==> src/rtl/sdram_arbiter.sv <==
// Two-port (I-cache / D-cache) arbiter in front of a single SDRAM controller bus.
// Define SDRAM_ARB_ROUND_ROBIN_EN for round-robin tie breaking; otherwise D wins ties.
module sdram_arbiter #(
    parameter int ADDR_W = 32,
    parameter int DATA_W = 32
) (
    input  logic              clk,
    input  logic              reset,
    input  logic [ADDR_W-1:0] i_addr,
    input  logic [DATA_W-1:0] i_data,
    input  logic              i_we,
    input  logic              i_start,
    output logic [DATA_W-1:0] i_q,
    output logic              i_done,
    input  logic [ADDR_W-1:0] d_addr,
    input  logic [DATA_W-1:0] d_data,
    input  logic              d_we,
    input  logic              d_start,
    output logic [DATA_W-1:0] d_q,
    output logic              d_done,
    output logic [ADDR_W-1:0] sdc_addr,
    output logic [DATA_W-1:0] sdc_data,
    output logic              sdc_we,
    output logic              sdc_start,
    input  logic [DATA_W-1:0] sdc_q,
    input  logic              sdc_done
);

    typedef enum logic [1:0] {S_IDLE, S_BUSY, S_RELEASE} state_t;

    state_t            r_state, w_state_nxt;
    logic              r_owner, w_owner_nxt;       // 0 = I, 1 = D
    logic              r_rr_last, w_rr_nxt;        // last port served, same encoding
    logic [ADDR_W-1:0] r_sdc_addr, w_addr_nxt;
    logic [DATA_W-1:0] r_sdc_data, w_data_nxt;
    logic              r_sdc_we, w_we_nxt;
    logic              r_sdc_start, w_start_nxt;
    logic [DATA_W-1:0] r_i_q, w_iq_nxt;
    logic [DATA_W-1:0] r_d_q, w_dq_nxt;
    logic              r_i_done, w_idone_nxt;
    logic              r_d_done, w_ddone_nxt;
    logic              w_grant_d;

    always_comb begin
        w_grant_d = d_start;
        if (i_start && d_start) begin
`ifdef SDRAM_ARB_ROUND_ROBIN_EN
            w_grant_d = ~r_rr_last;
`else
            w_grant_d = 1'b1;
`endif
        end
    end

`ifndef SDRAM_ARB_ROUND_ROBIN_EN
    // rr_last is maintained in both builds but only consulted with round-robin.
    logic w_unused_rr;
    assign w_unused_rr = r_rr_last;
`endif

    always_comb begin
        w_state_nxt = r_state;
        w_owner_nxt = r_owner;
        w_rr_nxt    = r_rr_last;
        w_addr_nxt  = r_sdc_addr;
        w_data_nxt  = r_sdc_data;
        w_we_nxt    = r_sdc_we;
        w_start_nxt = r_sdc_start;
        w_iq_nxt    = r_i_q;
        w_dq_nxt    = r_d_q;
        w_idone_nxt = 1'b0;
        w_ddone_nxt = 1'b0;
        case (r_state)
            S_IDLE: begin
                if (i_start || d_start) begin
                    w_owner_nxt = w_grant_d;
                    w_addr_nxt  = w_grant_d ? d_addr : i_addr;
                    w_data_nxt  = w_grant_d ? d_data : i_data;
                    w_we_nxt    = w_grant_d ? d_we   : i_we;
                    w_start_nxt = 1'b1;
                    w_state_nxt = S_BUSY;
                end
            end
            S_BUSY: begin
                if (sdc_done) begin
                    w_start_nxt = 1'b0;
                    w_addr_nxt  = '0;
                    w_data_nxt  = '0;
                    w_we_nxt    = 1'b0;
                    if (r_owner) begin
                        w_dq_nxt    = sdc_q;
                        w_ddone_nxt = 1'b1;
                    end else begin
                        w_iq_nxt    = sdc_q;
                        w_idone_nxt = 1'b1;
                    end
                    w_rr_nxt    = r_owner;
                    w_state_nxt = S_RELEASE;
                end
            end
            S_RELEASE: begin
                // A start still held from the finished transaction must not re-grant.
                if (!(r_owner ? d_start : i_start))
                    w_state_nxt = S_IDLE;
            end
            default: w_state_nxt = S_IDLE;
        endcase
    end

    always_ff @(posedge clk) begin
        if (reset) begin
            r_state     <= S_IDLE;
            r_owner     <= 1'b0;
            r_rr_last   <= 1'b0;
            r_sdc_addr  <= '0;
            r_sdc_data  <= '0;
            r_sdc_we    <= 1'b0;
            r_sdc_start <= 1'b0;
            r_i_q       <= '0;
            r_d_q       <= '0;
            r_i_done    <= 1'b0;
            r_d_done    <= 1'b0;
        end else begin
            r_state     <= w_state_nxt;
            r_owner     <= w_owner_nxt;
            r_rr_last   <= w_rr_nxt;
            r_sdc_addr  <= w_addr_nxt;
            r_sdc_data  <= w_data_nxt;
            r_sdc_we    <= w_we_nxt;
            r_sdc_start <= w_start_nxt;
            r_i_q       <= w_iq_nxt;
            r_d_q       <= w_dq_nxt;
            r_i_done    <= w_idone_nxt;
            r_d_done    <= w_ddone_nxt;
        end
    end

    assign sdc_addr  = r_sdc_addr;
    assign sdc_data  = r_sdc_data;
    assign sdc_we    = r_sdc_we;
    assign sdc_start = r_sdc_start;
    assign i_q       = r_i_q;
    assign d_q       = r_d_q;
    assign i_done    = r_i_done;
    assign d_done    = r_d_done;

endmodule

==> config.mk <==
export PLATFORM = sky130hd
export DESIGN_NAME = sdram_arbiter
export DESIGN_NICKNAME = d
export VERILOG_FILES = /design/src/rtl/sdram_arbiter.sv
export SDC_FILE = /design/constraint.sdc
export NUM_CORES = 1
export LEC_CHECK = 0
export ABC_CLOCK_PERIOD_IN_PS = 1900
export CAP_MARGIN = 5
export CORE_AREA = 2 2 137 113
export CTS_CLUSTER_SIZE = 40
export DETAILED_ROUTE_END_ITERATION = 10
export DIE_AREA = 0 0 139 115
export PLACE_DENSITY = 0.87
export SLEW_MARGIN = 10
export SYNTH_ARGS = -nofsm -noshare
export SYNTH_HDL_FRONTEND = slang
export SYNTH_SLANG_ARGS = --single-unit
export TNS_END_PERCENT = 10
==> constraint.sdc <==
create_clock -name clk -period 1.9 [get_ports clk]
set_clock_uncertainty 0.15 [all_clocks]
set_input_delay 0.38 -clock clk [delete_from_list [all_inputs] [get_ports clk]]
set_output_delay 0.38 -clock clk [all_outputs]
set_load 0.02 [all_outputs]
==> metrics.csv, run 1 <==
metric,value,unit
status,finished clean,
Post-DRT Antenna Nets,0,
largest net degree at the start of global routing,46,
total clock sinks,135,
met2 GRT Util,0.385,
HPWL after detailed placement,13000,µm
Die ar.,0.0160,mm²
via-per-instance ratio,5.28,
CTS root buf,clkbuf_16,
unrepaired setup endpoints after global routing,false,
reg2reg path depth,4,
"Async S/R FF share, synth",0,
worst relative slew slack,0.707,
worst hold path type,input pin to register,
Worst path depth,1,
Seq cells post-synth,135,
Crit path arrival time,1.33,ns
floorplan row count,40,
Post-CTS Resized,76,
CTS tree,done,
grt peak-use layer,met2,
hold-critical path depth,3,
"delay-heaviest family, CP",buffers and inverters,
Design Power,8.21,mW
pre-CTS setup slack,-0.0539,ns
final net count,1054,
yosys warns,0,
met1 usage,0.270,
Ant. Diodes,0,
Die H,115,µm
Post-CTS Hold Fix Bufs,0,
clock latency at the later pin of the worst-skew pair,0.40,ns
"Slew Viols, Final",0,
Worst-path clk slew,0.06,ns
"setup slack, reg-to-reg",0.30,ns
gr ovfl total,0,
CP max stage cell,clkdlybuf4s50_1,
Tightest Pin Transition,0.439,ns
post-CTS setup buffer count,0,
origin of the worst min-delay path,d_start,
GPL Wtd Cong,0.775,
H-tree levels,4,
Power Density,863,mW/mm²
Post-Route Utilization,0.651,
critical path buffer and inverter count,1,
post-route setup slack,0.0412,ns
CP cell instances,clkdlybuf4s50_1,
synth unique cells,33,
Residual DRC,0,
antenna violations before repair,0,
Reg-to-Reg Start,r_state[1]$_SDFFE_PP0P_,
synthesized cell area,0.00574,mm²
Mapped Cells,613,
crit path kind,register to primary output,
final hold violation count,0,
Worst Setup Start Kind,register,
Max-Cap Viols,0,
# port buffers,298,
fin area,0.00952,mm²
# IOs,299,
placed cell areas,0.00890,mm²
Leak,4.72,nW
WP data required,1.37,ns
crit end category,primary output,
met3 Usage GRT,0.0729,
GRT Util Overall,0.224,
Critical Path Fanout Max,2,
DR WL/cell,17.1,µm
final setup vio count,0,
die width,139,µm
CTS buffer count,17,
Worst VDD drop,0.000641,V
Final min period,1.86,ns
vias,5749,
detailed-route wire length,18600,µm
area growth from synthesis to layout,65.7,%
Hold Worst Slack,0.155,ns
vias in the first global route,5608,
hold endpoint,r_owner$_SDFFE_PP0P_,
first-pass GRT wire length,28900,µm
CORE AREA,0.0146,mm²
syn_area_per_cell,9.37,µm²
ys flop type,dfxtp_1,
"slowest stage delay, CP",0.61,ns
DRT iter0 DRCs,329,
initial core utilization,0.393,
Fmax,538,MHz
syn nets,780,
number of synthesized flops with an enable pin,0,
register area share after synthesis,0.471,
fin crit share,0.978,
layout cell share with drive strength beyond 1,0.0734,
drt pass-1 iters,7,
maximum clock insertion buffer count,2,
FF-to-FF End,sdc_addr[15]$_SDFFE_PP0P_,
[worst max path at each step]
| stage | startpoint | endpoint | slack [ns] |
|---|---|---|---|
| 2_1_floorplan | d_start | sdc_data[22]$_SDFFE_PP0P_ | 0.37 |
| 3_3_place_gp | i_start | sdc_data[4]$_SDFFE_PP0P_ | -0.000004 |
| 3_5_place_dp | i_start | sdc_addr[4]$_SDFFE_PP0P_ | -0.05 |
| 4_1_cts | sdc_addr[23]$_SDFFE_PP0P_ | sdc_addr[23] | 0.0006 |
| 5_1_grt | sdc_data[18]$_SDFFE_PP0P_ | sdc_data[18] | 0.003 |
| 6_report | sdc_data[18]$_SDFFE_PP0P_ | sdc_data[18] | 0.04 |
[routing by layer]
layer	wire (µm)	share of wire	vias to the layer above
met1	7560	0.41	2701
met3	1430	0.077	20
met2	9310	0.50	264
met4	306	0.016	0
met5	0	0	-
li1	-	-	2764
[cell type report]
type	instances	area (µm²)
multi-input cells	411	2640
inverters	2	7.51
fillers	1188	5100
clock buffers	19	453
clock inverters	12	126
repair buffers	320	3360
flip-flops and latches	135	2700
well taps	189	236
[stage by stage]
step / cells / setup TNS [ns]
2_1_floorplan: 613 / 0
3_3_place_gp: 1057 / -0.00000389
3_5_place_dp: 1057 / -0.471
4_1_cts: 1088 / 0
5_1_grt: 1088 / 0
6_report: 1088 / 0
[power by group]
group          internal, mW  switching [mW]  total [mW]
registers              3.05           0.120        3.17
logic                 0.907           0.919        1.83
clock network          1.99            1.23        3.22
[kinds of logic after synthesis]
group                  share of synthesized area
AND/OR/NAND/NOR                            0.110
flip-flops                                 0.471
buffers and inverters                     0.0717
AO/OA/AOI/OAI                              0.239
multiplexers                               0.108
[worst min-delay path: cells and delay by family]
kind	cells	cell delay, ns
and+or+nand+nor	1	0.06
AOI/OAI and AO/OA	1	0.05
buffers and inverters	1	0.16
[flip-flops by register name, summed over array words and instances, names as in the netlist, 2 cells and up]
signal	cells
d_q	32
i_q	32
sdc_addr	32
sdc_data	32
r_state	2
[layout by cell type (no fill, tap or decap), types with 2 or more instances in the layout]
cell type / Yosys / routed
clkdlybuf4s50_1: 0 / 167
dfxtp_1: 135 / 135
nand2_1: 131 / 131
dlygate4sd2_1: 0 / 76
a21oi_1: 68 / 68
mux2i_1: 62 / 62
a22oi_1: 62 / 62
a211oi_1: 58 / 58
dlymetal6s2s_1: 0 / 53
clkbuf_16: 0 / 17
buf_12: 0 / 14
buf_4: 17 / 10
clkinv_2: 0 / 5
o2bb2ai_1: 4 / 4
nor2_1: 3 / 3
a22oi_2: 2 / 2
a211oi_2: 2 / 2
inv_1: 2 / 2
or3_1: 2 / 2
clkbuf_8: 0 / 2
bufinv_16: 0 / 2
inv_6: 0 / 2
clkinvlp_4: 0 / 2
[cell usage after synthesis (all sizes together) (2+ instances only)]
library cell	n	area [µm²]
dfxtp	135	2700
nand2	131	492
a21oi	68	340
a22oi	64	490
mux2i	62	621
a211oi	60	460
buf	49	344
clkbuf	16	60.1
nor2	4	22.5
o2bb2ai	4	35.0
or3	3	23.8
a31oi	2	27.5
inv	2	7.51
nand3b	2	18.8
Power figures use the tool's default switching activity.
==> run 2: changes to the inputs <==
--- a/config.mk
+++ b/config.mk
@@ -7,11 +7,12 @@
 export LEC_CHECK = 0
 export ABC_CLOCK_PERIOD_IN_PS = 1900
 export CAP_MARGIN = 5
-export CORE_AREA = 2 2 137 113
+export CORE_AREA = 2 2 117 119
 export CTS_CLUSTER_SIZE = 40
 export DETAILED_ROUTE_END_ITERATION = 10
-export DIE_AREA = 0 0 139 115
-export PLACE_DENSITY = 0.87
+export DIE_AREA = 0 0 119 121
+export DONT_BUFFER_PORTS = 1
+export PLACE_DENSITY = 0.65
 export SLEW_MARGIN = 10
 export SYNTH_ARGS = -nofsm -noshare
 export SYNTH_HDL_FRONTEND = slang
==> run 2 against run 1 <==
The flow now finishes with violations (negative hold slack). Via count decreased by 21%. Register-to-register slack got worse by 0.05 ns. Sequential cell count unchanged. Routed wire length decreased by 19%. Cell count decreased by 29%. Highest routed layer unchanged. Clock power increased by 6.5%. Fmax increased by 12%. Global-route usage decreased by 2.0 points. Final area decreased by 33%. Non-clock buffer count decreased by 307. Combinational power decreased by 59%. Clock-buffer cell count decreased by 2.
==> metrics.csv, run 2 (synthesis results as in run 1) <==
metric,value,unit
status,"complete, but fails checks",
violated checks,negative hold slack,
final hold violation count,127,
worst relative slew slack,0.736,
placed cell count,736,
area growth from synthesis to layout,10.6,%
total clock sinks,135,
final setup vio count,0,
Leak,2.35,nW
H-tree levels,4,
CTS root buf,clkbuf_16,
antenna violations before repair,0,
Hold Worst Slack,-0.122,ns
Critical Path Fanout Max,43,
detailed-route wire length,15100,µm
met3 Usage GRT,0.0724,
post-CTS setup buffer count,0,
unrepaired setup endpoints after global routing,false,
pre-CTS setup slack,0.249,ns
grt peak-use layer,met2,
Sequential cell area,0.00270,mm²
vias in the first global route,4118,
crit path kind,register to register,
largest net degree at the start of global routing,134,
Tightest Pin Transition,0.395,ns
Non-Filler Instances,769,
CTS tree,done,
GRT Util Overall,0.203,
DRT iter0 DRCs,339,
"slowest stage delay, CP",0.56,ns
layout cell share with drive strength beyond 1,0.0927,
die width,119,µm
Design Power,7.67,mW
worst hold path type,input pin to register,
maximum clock insertion buffer count,2,
footprint of the multi-input gates,0.00264,mm²
WP data required,2.07,ns
Ant. Diodes,0,
DR WL/cell,19.6,µm
crit end category,register,
Worst Setup Start Kind,register,
drt pass-1 iters,4,
Residual DRC,0,
"commonest non-fill, non-tap cell in the layout",dfxtp_1,
Final min period,1.65,ns
Worst-path clk slew,0.06,ns
"Slew Viols, Final",0,
final net count,747,
CTS buffer count,17,
final-layout fill cell count,1236,
Post-CTS Resized,0,
Max-Cap Viols,0,
Fmax,605,MHz
clock latency at the later pin of the worst-skew pair,0.42,ns
Crit path arrival time,1.82,ns
# IOs,299,
met2 GRT Util,0.341,
vias,4554,
CORE AREA,0.0131,mm²
HPWL after detailed placement,10300,µm
highest-count cells in the layout ignoring fill and taps,"dfxtp_1 (135), nand2_1 (131), a21oi_1 (68)",
Die H,121,µm
placed cell areas,0.00572,mm²
via-per-instance ratio,5.92,
# port buffers,0,
GPL Wtd Cong,0.782,
fin crit share,0.870,
Worst VDD drop,0.000457,V
gr ovfl total,0,
Sum Neg Setup Slack,0,ns
post-route setup slack,0.247,ns
CP cell instances,nand3b_2 -> buf_12 -> a22oi_1 -> a211oi_1,
Power Density,1210,mW/mm²
Die ar.,0.0144,mm²
CP max stage cell,dfxtp_1,
initial core utilization,0.439,
Post-Route Utilization,0.486,
floorplan row count,42,
Post-DRT Antenna Nets,0,
met1 usage,0.238,
fin area,0.00635,mm²
first-pass GRT wire length,22800,µm
[run 2: cell types whose count changed in the layout (fill, tap and decap cells not counted), sizes merged, moves of 2 or more]
cell / previous run / this run
clkdlybuf4s50: 167 / 0
dlygate4sd2: 76 / 0
dlymetal6s2s: 53 / 0
buf: 24 / 12
bufinv: 2 / 4
clkbuf: 19 / 17
[run 2: final cells by class]
type                    instances  share of cell area
flip-flops and latches        135               0.425
inverters                       2             0.00118
repair buffers                 13              0.0256
clock buffers                  17              0.0670
clock inverters                15              0.0315
multi-input cells             411               0.415
well taps                     176              0.0347
[run 2: path summary, 6_finish.rpt]
path / start / to / slack, ns / depth (start not counted)
worst max-delay path: r_state[1]$_SDFFE_PP0P_ / sdc_addr[5]$_SDFFE_PP0P_ / 0.25 / 4
worst max register to register: r_state[1]$_SDFFE_PP0P_ / sdc_addr[5]$_SDFFE_PP0P_ / 0.25 / 4
worst min-delay path: reset / sdc_addr[25]$_SDFFE_PP0P_ / -0.12 / 1
worst min register to register: d_q[0]$_SDFFE_PP0P_ / d_q[0]$_SDFFE_PP0P_ / 0.41 / 2
[run 2: where the power goes]
part	total [mW]	switching, mW	internal (mW)
clock network	3.43	1.23	2.20
registers	3.49	0.438	3.05
logic	0.744	0.389	0.355
total	7.67	2.06	5.61
[run 2: layer usage]
layer | share of wire | wire, µm
met5 | 0 | 0
met4 | 0.016 | 245
met3 | 0.093 | 1410
met2 | 0.50 | 7590
met1 | 0.39 | 5840
[run 2: critical path: cells and delay by family (launching register included)]
family                 cells  cell delay (ns)
AND/OR/NAND/NOR            1             0.24
buffers and inverters      1             0.21
AO/OA/AOI/OAI              2             0.36
flip-flops                 1             0.56
==> run 3: changes to the inputs <==
--- a/config.mk
+++ b/config.mk
@@ -5,7 +5,6 @@
 export SDC_FILE = /design/constraint.sdc
 export NUM_CORES = 1
 export LEC_CHECK = 0
-export ABC_CLOCK_PERIOD_IN_PS = 1900
 export CAP_MARGIN = 5
 export CORE_AREA = 2 2 117 119
 export CTS_CLUSTER_SIZE = 40
==> results of run 3 <==
Same layout as run 2: the final DEF is identical, and so are final timing and power.
